$ cat src/rtl/uart_msg_arbiter.sv
// uart_msg_arbiter: shares one byte-wide UART transmit sink between NUM_SRC
// byte-stream sources. The round-robin grant is held for a whole message,
// up to and including the tlast byte, so messages never interleave at the
// sink. The sink side is a single registered output stage.
// Optional feature: define ARB_TIMEOUT_EN to revoke a grant whose owner has
// been idle mid-message for TIMEOUT_CYCLES cycles (pulses o_timeout).
module uart_msg_arbiter #(
    parameter int unsigned NUM_SRC        = 4,
    parameter int unsigned TIMEOUT_CYCLES = 1024
) (
    input  logic                   i_clk,
    input  logic                   i_rst,
    input  logic [8*NUM_SRC-1:0]   i_tdata,
    input  logic [NUM_SRC-1:0]     i_tlast,
    input  logic [NUM_SRC-1:0]     i_tvalid,
    output logic [NUM_SRC-1:0]     o_tready,
    output logic [NUM_SRC-1:0]     o_grant,
    output logic [7:0]             o_tdata,
    output logic                   o_tlast,
    output logic                   o_tvalid,
    input  logic                   i_tready,
    output logic                   o_timeout
);

    localparam int unsigned IDX_W = $clog2(NUM_SRC);

    typedef enum logic {ST_IDLE, ST_XFER} state_t;

    // Reject illegal parameter sets at elaboration
    if (NUM_SRC < 2 || NUM_SRC > 16 || TIMEOUT_CYCLES < 1) begin : g_bad_param
        $error("uart_msg_arbiter: NUM_SRC must be 2..16 and TIMEOUT_CYCLES >= 1");
    end

    state_t             r_state;
    logic [NUM_SRC-1:0] r_grant;
    logic [IDX_W-1:0]   r_gidx;
    logic [IDX_W-1:0]   r_ptr;
    logic [7:0]         r_tdata;
    logic               r_tlast;
    logic               r_tvalid;

    logic               w_any;
    logic [IDX_W-1:0]   w_pick;
    logic               w_slot_free;
    logic               w_gvalid;
    logic               w_glast;
    logic [7:0]         w_gdata;
    logic               w_accept;
    logic               w_sink_xfer;

    // Output register can take a byte when empty or draining this cycle
    assign w_slot_free = !r_tvalid || i_tready;
    assign o_tready    = (r_state == ST_XFER && w_slot_free) ? r_grant : '0;

    assign w_gvalid    = i_tvalid[r_gidx];
    assign w_glast     = i_tlast[r_gidx];
    assign w_gdata     = i_tdata[{r_gidx, 3'b000} +: 8];
    assign w_accept    = (r_state == ST_XFER) && w_slot_free && w_gvalid;
    assign w_sink_xfer = r_tvalid && i_tready;

    assign o_grant  = r_grant;
    assign o_tdata  = r_tdata;
    assign o_tlast  = r_tlast;
    assign o_tvalid = r_tvalid;

    // Round-robin pick: first requester after r_ptr, wrapping modulo NUM_SRC
    always_comb begin
        w_any  = |i_tvalid;
        w_pick = r_ptr;
        for (int k = int'(NUM_SRC); k >= 1; k--) begin
            if (i_tvalid[IDX_W'((32'(r_ptr) + 32'(k)) % NUM_SRC)]) begin
                w_pick = IDX_W'((32'(r_ptr) + 32'(k)) % NUM_SRC);
            end
        end
    end

`ifdef ARB_TIMEOUT_EN
    localparam int unsigned CNT_W = $clog2(TIMEOUT_CYCLES + 1);

    logic [CNT_W-1:0] r_cnt;
    logic [CNT_W-1:0] w_cnt_inc;
    logic             r_timeout;

    assign w_cnt_inc = r_cnt + CNT_W'(1);
    assign o_timeout = r_timeout;
`else
    assign o_timeout = 1'b0;
`endif

    // Arbitration FSM, output register and optional idle-owner timeout
    always_ff @(posedge i_clk) begin
        if (i_rst) begin
            r_state  <= ST_IDLE;
            r_grant  <= '0;
            r_gidx   <= '0;
            r_ptr    <= IDX_W'(NUM_SRC - 1);
            r_tdata  <= 8'h00;
            r_tlast  <= 1'b0;
            r_tvalid <= 1'b0;
`ifdef ARB_TIMEOUT_EN
            r_cnt     <= '0;
            r_timeout <= 1'b0;
`endif
        end else begin
`ifdef ARB_TIMEOUT_EN
            r_timeout <= 1'b0;
`endif
            if (w_accept) begin
                r_tvalid <= 1'b1;
                r_tdata  <= w_gdata;
                r_tlast  <= w_glast;
            end else if (w_sink_xfer) begin
                r_tvalid <= 1'b0;
            end

            case (r_state)
                ST_IDLE: begin
                    if (w_any) begin
                        r_state <= ST_XFER;
                        r_gidx  <= w_pick;
                        r_grant <= NUM_SRC'(1) << w_pick;
`ifdef ARB_TIMEOUT_EN
                        r_cnt   <= '0;
`endif
                    end
                end
                ST_XFER: begin
                    if (w_accept) begin
`ifdef ARB_TIMEOUT_EN
                        r_cnt <= '0;
`endif
                        if (w_glast) begin
                            r_ptr   <= r_gidx;
                            r_grant <= '0;
                            r_state <= ST_IDLE;
                        end
                    end
`ifdef ARB_TIMEOUT_EN
                    else if (!w_gvalid) begin
                        // This idle cycle brings the count to TIMEOUT_CYCLES
                        if (w_cnt_inc == CNT_W'(TIMEOUT_CYCLES)) begin
                            r_timeout <= 1'b1;
                            r_ptr     <= r_gidx;
                            r_grant   <= '0;
                            r_state   <= ST_IDLE;
                        end else begin
                            r_cnt <= w_cnt_inc;
                        end
                    end
`endif
                end
                default: r_state <= ST_IDLE;
            endcase
        end
    end

endmodule

$ cat config.mk
export PLATFORM = sky130hd
export DESIGN_NAME = uart_msg_arbiter
export DESIGN_NICKNAME = d
export VERILOG_FILES = /design/src/rtl/uart_msg_arbiter.sv
export SDC_FILE = /design/constraint.sdc
export NUM_CORES = 1
export LEC_CHECK = 0
export BUFFER_PORTS_ARGS = -buffer_cell sky130_fd_sc_hd__buf_2
export CAP_MARGIN = 20
export CELL_PAD_IN_SITES_DETAIL_PLACEMENT = 2
export CELL_PAD_IN_SITES_GLOBAL_PLACEMENT = 2
export CORE_ASPECT_RATIO = 1.2
export CORE_MARGIN = 4
export CORE_UTILIZATION = 24
export DETAILED_ROUTE_END_ITERATION = 8
export PLACE_DENSITY = 0.78
export REMOVE_ABC_BUFFERS = 1
export SLEW_MARGIN = 20
export SYNTH_ARGS = -nofsm -noshare
export SYNTH_HDL_FRONTEND = slang
export SYNTH_SLANG_ARGS = --single-unit
$ cat constraint.sdc
create_clock -name i_clk -period 1.75 [get_ports i_clk]
set_clock_uncertainty 0.1 [all_clocks]
set_input_delay 0.35 -clock i_clk [delete_from_list [all_inputs] [get_ports i_clk]]
set_output_delay 0.35 -clock i_clk [all_outputs]
set_load 0.03 [all_outputs]
==> flow_metrics.py, run 1 <==
metrics = {
    "finish": {
        "layout-drive-gt1-share_pct": 53.3,
        "nNetsFinal": 211,
        "layout-area-overhead-vs-synth_pct": 45.3,
        "antenna_cells": 0,
        "final_common_cell": "buf_2",
        "final_cell_mix": "buf_2, dfxtp_1, nor2_1, mux4_2, mux2i_1",
        "final_cells": 223,
        "utilization_pct": 36.1,
    },
    "sta": {
        "hold_viol_final": 0,
        "setup_tns_ps": 0,
        "rsz0062_at_grt": "false",
        "fin_crit_ps": 1680,
        "drv_slew": 0,
        "period_share_pct": 95.8,
        "fmax_mhz": 596,
        "worst_slack_ps": 73.1,
        "report.final.setup_viol": 0,
    },
    "drt": {
        "vias": 1092,
        "wl_per_cell_um": 16.4,
        "drtPass1Iterations": 3,
        "routed_wl_mm": 3.66,
        "final_antenna_net_count": 0,
        "routed_via_density": 4.90,
        "post-route-drc-count": 0,
        "drtIter0Drc": 24,
    },
    "power": {
        "pwr-share-comb_pct": 33.3,
        "p_sw_share_pct": 31.5,
        "p_int_w": 0.000827,
        "power_w": 0.00121,
        "leakagePower_nw": 0.772,
        "peakVddDrop_v": 0.000260,
        "seqPwrFrac_pct": 42.1,
        "p_per_area_nw_per_um2": 786,
        "p_sw_w": 0.000380,
        "clkPwrFrac_pct": 24.6,
    },
    "yosys": {
        "synth_area_um2": 1060,
        "yosysTopAreaCellShare_pct": 36.0,
        "syn-instance-count": 99,
        "yosysTopAreaCell": "dfxtp_1",
        "synth_warnings": 0,
        "yosysSeqAreaShare_pct": 36.0,
        "ys_ff_latch": 19,
        "synth.avg_cell_area_um2": 10.7,
        "synth_area_leaders": "dfxtp_1, mux4_2, mux2i_1, nor2_1, a32o_1",
        "synth_cell_types": 30,
    },
    "place": {
        "pre_cts_ws_ps": -60.6,
        "gp_congestion": 0.807,
        "hpwlAfterDp_mm": 3.13,
        "place_inst": 219,
        "place.port_buffers": 60,
    },
    "worst_setup_path": {
        "endpoint_kind": "flop",
        "crit_arrival_ps": 1720,
        "critPathLaunchType": "flop",
        "path_cells": "mux4_2 > nand3_2 > buf_12 > mux2i_1 > nor2_1",
        "cp_slowest_cell": "mux4_2",
        "crit_fanout": 10,
        "cp_slowest_stage_delay_ps": 570,
        "criticalPathCategory": "reg2reg",
        "required_ps": 1790,
    },
    "clock_network": {
        "numCtsBuffers": 3,
        "hold_buffers": 0,
        "clk_latency_ps": 250,
        "cts_root_buf": "clkbuf_8",
        "htree_levels": 1,
        "clk_pin_slew_ps": 70,
        "cts_tree": "yes",
        "clock_path_buffers": 2,
        "cts_sinks": 19,
    },
    "die": {
        "die_h_um": 80.7,
        "dieArea_um2": 5540,
        "fp.dieW_um": 68.6,
        "ios": 62,
        "start_util_pct": 24.8,
        "coreArea_um2": 4260,
        "core.rowCount": 26,
    },
    "outcome": {
        "outcome": "completed",
    },
    "grt": {
        "groute.layer.met3.usage_pct": 2.80,
        "top_usage_layer": "met2",
        "grt_pass1_wl_mm": 5.55,
        "met1_usage_pct": 12.9,
        "grt_overflow": 0,
        "grt_pass1_vias": 1250,
        "use_met2_pct": 26.5,
        "grt_usage_pct": 13.1,
        "antenna_found_initial": 0,
        "grt_start_max_net_pins": 12,
    },
    "flow_run": {
        "maxCapViolations": 0,
    },
    "hold_path": {
        "hp-class": "in2reg",
    },
}
## cells in the mapped netlist
master / count
a211oi_1: 1
a21o_1: 1
a21oi_1: 5
a221o_1: 1
a221oi_1: 1
a31o_1: 1
a32o_1: 4
and2_1: 1
and3_1: 4
buf_1: 1
buf_2: 1
buf_4: 1
buf_6: 1
clkbuf_1: 2
conb_1: 1
dfxtp_1: 19
inv_1: 3
mux2i_1: 10
mux4_2: 10
nand2_1: 3
nand2b_1: 2
nand3_1: 1
nand4_4: 1
nor2_1: 13
nor2b_1: 2
nor3_1: 2
nor4_1: 1
o211ai_1: 1
o21a_1: 1
o21ai_0: 4
## power by group through the flow
stage | clock network (W) | logic [W] | registers (W)
after detailed placement | 0 | 0.000402 | 0.000517
after floorplan | 0 | 0.000176 | 0.000573
after global routing | 0.000332 | 0.000436 | 0.000514
after CTS | 0.000308 | 0.000404 | 0.000507
final | 0.000297 | 0.000402 | 0.000509
after global placement | 0 | 0.000388 | 0.000512
## registers in the layout, indices dropped and copies added, names as in the netlist
register  cells
o_grant       4
o_tdata       8
o_tlast       1
o_tvalid      1
r_gidx        2
r_ptr         2
r_state       1
## kinds of logic (layout without fill, tap and decap cells)
| logic type | count (synthesis) | after routing | synth area share [%] |
|---|---|---|---|
| muxes | 20 | 20 | 30.8 |
| AOI/OAI and AO/OA | 20 | 20 | 13.5 |
| DFF | 19 | 19 | 36.0 |
| and+or+nand+nor | 30 | 30 | 15.0 |
| other | 1 | 1 | 0.355 |
| buffers and inverters | 9 | 77 | 4.38 |
## final cells by class
class | instances | area, µm²
fillers | 499 | 2730
multi-input cells | 71 | 638
repair buffers | 70 | 388
flip-flops and latches | 19 | 384
well taps | 56 | 70.1
clock buffers | 4 | 45.0
inverters | 3 | 11.3
## timing repair
item / in CTS / in global routing
cloned: 0 / 0
setup endpoints to repair: 3 / 14
gates resized for setup: 1 / 4
pin swaps: 0 / 0
buffers inserted: 0 / 0
## path summary, 6_finish.rpt
kind	cells past startpoint	startpoint	to	slack [ps]
max	5	r_gidx[1]	o_tdata[5]	70
min	2	i_rst	r_gidx[1]	260
max reg2reg	5	r_gidx[1]	o_tdata[5]	70
min reg2reg	2	o_tlast	o_tlast	360
## critical path, delay by kind of cell (launching register included)
family,cells,cell delay (ps)
and+or+nand+nor,2,190
DFF,1,360
muxes,2,770
buffers and inverters,1,140
## metal layers
layer / up-vias / share of wire, %
met1: 533 / 36
met3: 4 / 8.8
li1: 512 / -
met5: - / 0
met2: 43 / 55
met4: 0 / 0.79
## stage by stage
stage,instance area (µm²),hold WS (ps)
3_5_place_dp,1480,358
4_1_cts,1530,257
2_1_floorplan,1020,319
6_report,1540,260
3_3_place_gp,1480,352
5_1_grt,1540,282
Power figures use the tool's default switching activity.
==> inputs of run 2 (changes only) <==
--- a/config.mk
+++ b/config.mk
@@ -11,9 +11,10 @@
 export CELL_PAD_IN_SITES_GLOBAL_PLACEMENT = 2
 export CORE_ASPECT_RATIO = 1.2
 export CORE_MARGIN = 4
-export CORE_UTILIZATION = 24
+export CORE_UTILIZATION = 25
+export CTS_BUF_LIST = sky130_fd_sc_hd__clkbuf_2 sky130_fd_sc_hd__clkbuf_4 sky130_fd_sc_hd__clkbuf_8
 export DETAILED_ROUTE_END_ITERATION = 8
-export PLACE_DENSITY = 0.78
+export PLACE_DENSITY = 0.81
 export REMOVE_ABC_BUFFERS = 1
 export SLEW_MARGIN = 20
 export SYNTH_ARGS = -nofsm -noshare
==> run 2 against run 1 <==
  * Final cell count decreased by 1.3%
  * Die area decreased by 3.6%
  * Setup slack got worse by 3.5 ps
  * Worst hold slack got worse by 20 ps
  * First-iteration DRC count increased by 8.3%
  * Clock-buffer cell count decreased by 1
  * Maximum frequency decreased by 0.21%
  * Utilization increased by 2.2 points
  * Cell area decreased by 0.24%
  * Register-to-register slack about the same
  * Via count decreased by 3.3%
==> flow_metrics.py, run 2 (same netlist as run 1, synthesis figures left out) <==
metrics = {
    "place": {
        "place_inst": 216,
        "gp_congestion": 0.802,
        "pre_cts_ws_ps": -40.1,
        "place.port_buffers": 60,
        "hpwlAfterDp_mm": 3.22,
    },
    "grt": {
        "antenna_found_initial": 0,
        "grt_usage_pct": 14.5,
        "grt_pass1_vias": 1200,
        "grt_pass1_wl_mm": 5.97,
        "grt_start_max_net_pins": 12,
        "grt_overflow": 0,
    },
    "clock_network": {
        "cts_tree": "yes",
        "post-cts-setup-buffers": 0,
        "cts_sinks": 19,
        "htree_levels": 1,
        "clk_pin_slew_ps": 90,
        "clock_path_buffers": 2,
        "numCtsBuffers": 3,
        "clk_latency_ps": 260,
        "cts_root_buf": "clkbuf_8",
    },
    "sta": {
        "report.final.setup_viol": 0,
        "rsz0062_at_grt": "true",
        "fmax_mhz": 595,
        "setup_tns_ps": 0,
        "period_share_pct": 96.0,
        "fin_crit_ps": 1680,
        "worst_slack_ps": 69.6,
        "drv_slew": 0,
        "hold_viol_final": 0,
    },
    "drt": {
        "drtPass1Iterations": 3,
        "wl_per_cell_um": 17.1,
        "vias": 1056,
        "routed_wl_mm": 3.76,
        "routed_via_density": 4.80,
        "post-route-drc-count": 0,
        "final_antenna_net_count": 0,
        "drtIter0Drc": 26,
    },
    "finish": {
        "largest_register_ffs": 8,
        "layout-area-overhead-vs-synth_pct": 45.0,
        "final_common_cell": "buf_2",
        "final_cells": 220,
        "layout-drive-gt1-share_pct": 53.6,
        "fillers": 474,
        "utilization_pct": 38.3,
        "final_cell_mix": "buf_2, dfxtp_1, nor2_1, mux4_2, mux2i_1",
        "nNetsFinal": 210,
        "antenna_cells": 0,
    },
    "die": {
        "fp.dieW_um": 67.4,
        "ios": 62,
        "coreArea_um2": 4000,
        "dieArea_um2": 5340,
        "die_h_um": 79.2,
        "core.rowCount": 25,
        "start_util_pct": 26.4,
    },
    "power": {
        "leakagePower_nw": 0.765,
        "peakVddDrop_v": 0.000259,
        "p_per_area_nw_per_um2": 798,
    },
    "worst_setup_path": {
        "crit_arrival_ps": 1740,
        "endpoint_kind": "flop",
        "regToRegSetupSlack_ps": 70,
        "critPathLaunchType": "flop",
        "crit_fanout": 10,
        "required_ps": 1810,
        "criticalPathCategory": "reg2reg",
    },
    "outcome": {
        "outcome": "completed",
    },
    "flow_run": {
        "maxCapViolations": 0,
    },
    "hold_path": {
        "hp-class": "in2reg",
    },
}
run 2: changes by cell type in the layout (fill, tap and decap cells not counted):
cell / change
dfxtp_2: -2
buf_4: -1
clkbuf_1: -1
clkinv_2: +1
dfxtp_1: +1
dfxtp_4: +1
mux2i_1: -1
mux2i_2: +1
run 2: cell type report:
class | count | area (µm²) | area share, %
timing repair buffer | 69 | 380 | 24.8
sequential | 19 | 385 | 25.1
multi-input combinational | 71 | 642 | 41.9
tap | 54 | 67.6 | 4.41
inverter | 3 | 11.3 | 0.735
clock inverter | 1 | 5.00 | 0.327
clock buffer | 3 | 41.3 | 2.69
run 2: repair_timing:
action | CTS | global route
hold buffers | 0 | 0
gates resized for setup | 0 | 6
setup endpoints to repair | 0 | 13
endpoints found under the hold margin | 0 | 0
run 2: critical path: stages (launching register included):
cell	delay, ps
dfxtp_4	370
mux4_2	560
nand3_2	130
buf_12	140
mux2i_2	210
nor2_1	60
run 2: final timing paths:
| check | start | to | depth (start not counted) |
|---|---|---|---|
| setup / recovery | r_gidx[1] | o_tdata[2] | 5 |
| hold / removal | i_rst | r_state | 2 |
| setup reg to reg | r_gidx[1] | o_tdata[2] | 5 |
| hold reg to reg | o_tlast | o_tlast | 2 |
run 2: stage by stage:
step	cell area, µm²	total power, W	hold WS (ps)
2_1_floorplan	1020	0.000749	319
3_3_place_gp	1470	0.000895	353
3_5_place_dp	1470	0.000915	358
4_1_cts	1520	0.00122	247
5_1_grt	1530	0.00128	255
6_report	1530	0.00122	240
run 2: report_power, final:
group	switching, W	internal, W	total [W]
clock network	0.000156	0.000158	0.000315
registers	0.0000350	0.000471	0.000505
logic	0.000211	0.000192	0.000403
run 2: routing by layer:
layer | vias up | GRT usage [%] | share of wire (%)
li1 | 507 | - | -
met1 | 523 | 16.2 | 39
met2 | 22 | 28.6 | 58
met3 | 4 | 0.424 | 1.9
met4 | 0 | 4.46 | 1.3
met5 | - | 0 | 0
==> inputs of run 3 (changes only) <==
--- a/config.mk
+++ b/config.mk
@@ -5,16 +5,16 @@
 export SDC_FILE = /design/constraint.sdc
 export NUM_CORES = 1
 export LEC_CHECK = 0
-export BUFFER_PORTS_ARGS = -buffer_cell sky130_fd_sc_hd__buf_2
 export CAP_MARGIN = 20
 export CELL_PAD_IN_SITES_DETAIL_PLACEMENT = 2
 export CELL_PAD_IN_SITES_GLOBAL_PLACEMENT = 2
 export CORE_ASPECT_RATIO = 1.2
 export CORE_MARGIN = 4
-export CORE_UTILIZATION = 25
+export CORE_UTILIZATION = 36
 export CTS_BUF_LIST = sky130_fd_sc_hd__clkbuf_2 sky130_fd_sc_hd__clkbuf_4 sky130_fd_sc_hd__clkbuf_8
 export DETAILED_ROUTE_END_ITERATION = 8
-export PLACE_DENSITY = 0.81
+export DONT_BUFFER_PORTS = 1
+export PLACE_DENSITY = 0.79
 export REMOVE_ABC_BUFFERS = 1
 export SLEW_MARGIN = 20
 export SYNTH_ARGS = -nofsm -noshare
==> run 3 against run 2 <==
  * Maximum frequency is 1.2% higher
  * Die area decreased by 27%
  * Largest cell class unchanged
  * Sequential power grew 7.5%
  * Final cell count decreased by 35%
  * Utilization grew 5.2 points
  * Clock-buffer cell count grew 1
==> flow_metrics.py, run 3 (same netlist as run 1, synthesis figures left out) <==
metrics = {
    "outcome": {
        "outcome": "completed",
    },
    "clock_network": {
        "numCtsBuffers": 3,
        "cts_root_buf": "clkbuf_4",
        "htree_levels": 1,
        "clk_latency_ps": 300,
        "cts_tree": "yes",
        "clk_pin_slew_ps": 110,
        "clock_path_buffers": 2,
        "cts_sinks": 19,
    },
    "finish": {
        "final_cells": 143,
        "antenna_cells": 0,
        "fin_area_um2": 1220,
        "largest_register_ffs": 8,
        "layout-area-overhead-vs-synth_pct": 15.7,
        "final_cell_mix": "dfxtp_1, nor2_1, mux4_2, mux2i_1, buf_4",
        "layout-drive-gt1-share_pct": 31.2,
        "final_common_cell": "dfxtp_1",
        "nNetsFinal": 153,
    },
    "drt": {
        "drtPass1Iterations": 3,
        "post-route-drc-count": 0,
        "wl_met2_mm": 1.69,
        "highest_layer": "met4",
        "wl_met1_mm": 1.16,
        "drtIter0Drc": 8,
        "final_antenna_net_count": 0,
        "wl_per_cell_um": 21.9,
        "vias": 849,
        "routed_wl_mm": 3.13,
        "routed_via_density": 5.94,
        "dr_wl_met3_um": 221,
    },
    "worst_setup_path": {
        "path_cells": "mux4_2 > nand3_2 > buf_12 > mux2i_2 > nor2_1",
        "criticalPathCategory": "reg2reg",
        "critPathLaunchType": "flop",
        "cp_slowest_cell": "mux4_2",
        "required_ps": 1850,
        "timing.critical_path.buf_inv": 1,
        "cp_top_family": "multiplexers",
        "cp_slowest_stage_delay_ps": 550,
        "crit_fanout": 10,
        "crit_arrival_ps": 1760,
        "endpoint_kind": "flop",
    },
    "die": {
        "dieArea_um2": 3870,
        "coreArea_um2": 2810,
        "start_util_pct": 37.6,
        "ios": 62,
        "die_h_um": 67.4,
        "core.rowCount": 21,
        "fp.dieW_um": 57.5,
    },
    "sta": {
        "worst_slack_ps": 89.7,
        "rsz0062_at_grt": "false",
        "fin_crit_ps": 1660,
        "report.final.setup_viol": 0,
        "drv_slew": 0,
        "worstMarginPinSlew_ps": 510,
        "setup_tns_ps": 0,
        "hold_viol_final": 0,
        "timing.hold.ws_ps": 14.7,
        "relSlewSlack_pct": 66.0,
        "period_share_pct": 94.9,
        "fmax_mhz": 602,
    },
    "place": {
        "place_area_um2": 1150,
        "place.port_buffers": 0,
        "place_inst": 137,
        "gp_congestion": 0.785,
        "hpwlAfterDp_mm": 2.51,
        "pre_cts_ws_ps": 48.2,
    },
    "grt": {
        "antenna_found_initial": 0,
        "grt_pass1_vias": 955,
        "grt_overflow": 0,
        "grt_pass1_wl_mm": 4.87,
        "grt_usage_pct": 16.6,
        "grt_start_max_net_pins": 12,
    },
    "flow_run": {
        "maxCapViolations": 0,
    },
    "power": {
        "leakagePower_nw": 0.510,
        "peakVddDrop_v": 0.000328,
        "p_per_area_nw_per_um2": 880,
    },
    "hold_path": {
        "hp-class": "in2reg",
    },
}
[run 3: worst register-to-register path, stage by stage, from the launching register on]
cell and delay [ps]:
dfxtp_2 360, mux4_2 550, nand3_2 120, buf_12 150, mux2i_2 220, nor2_1 70
[run 3: through the flow]
stage | total power, W | util, %
4_1_cts | 0.00108 | 42.5
6_report | 0.00108 | 43.5
3_5_place_dp | 0.000836 | 41.0
2_1_floorplan | 0.000749 | -
3_3_place_gp | 0.000820 | 41.0
5_1_grt | 0.00114 | 43.5
[run 3: area by class of cell]
type / instances / area [µm²]
multi-input cells: 71 / 644
inverters: 3 / 11.3
fillers: 303 / 1590
well taps: 34 / 42.5
repair buffers: 12 / 111
flip-flops and latches: 19 / 384
clock buffers: 4 / 30.0
[run 3: final timing paths]
path	start	end	slack (ps)	cells after the start
min	i_rst	o_tdata[5]	10	1
max	r_gidx[1]	o_tdata[2]	90	5
min reg2reg	o_tlast	o_tlast	530	2
max reg2reg	r_gidx[1]	o_tdata[2]	90	5
[run 3: metal layers]
layer	track usage [%]	up-vias
met2	30.8	32
met5	0	-
li1	-	393
met1	18.6	419
met3	2.87	5
met4	6.96	0
[run 3: power by group]
group          internal (W)  switching [W]
registers          0.000472      0.0000710
logic              0.000150       0.000147
clock network      0.000104       0.000133
[run 3: repair_timing]
| item | in CTS | in global routing |
|---|---|---|
| setup buffers | 0 | 0 |
| resized for setup | 3 | 7 |
| hold endpoints to repair | 7 | 4 |
| setup endpoints to repair | 3 | 15 |
| hold buffers | 1 | 1 |
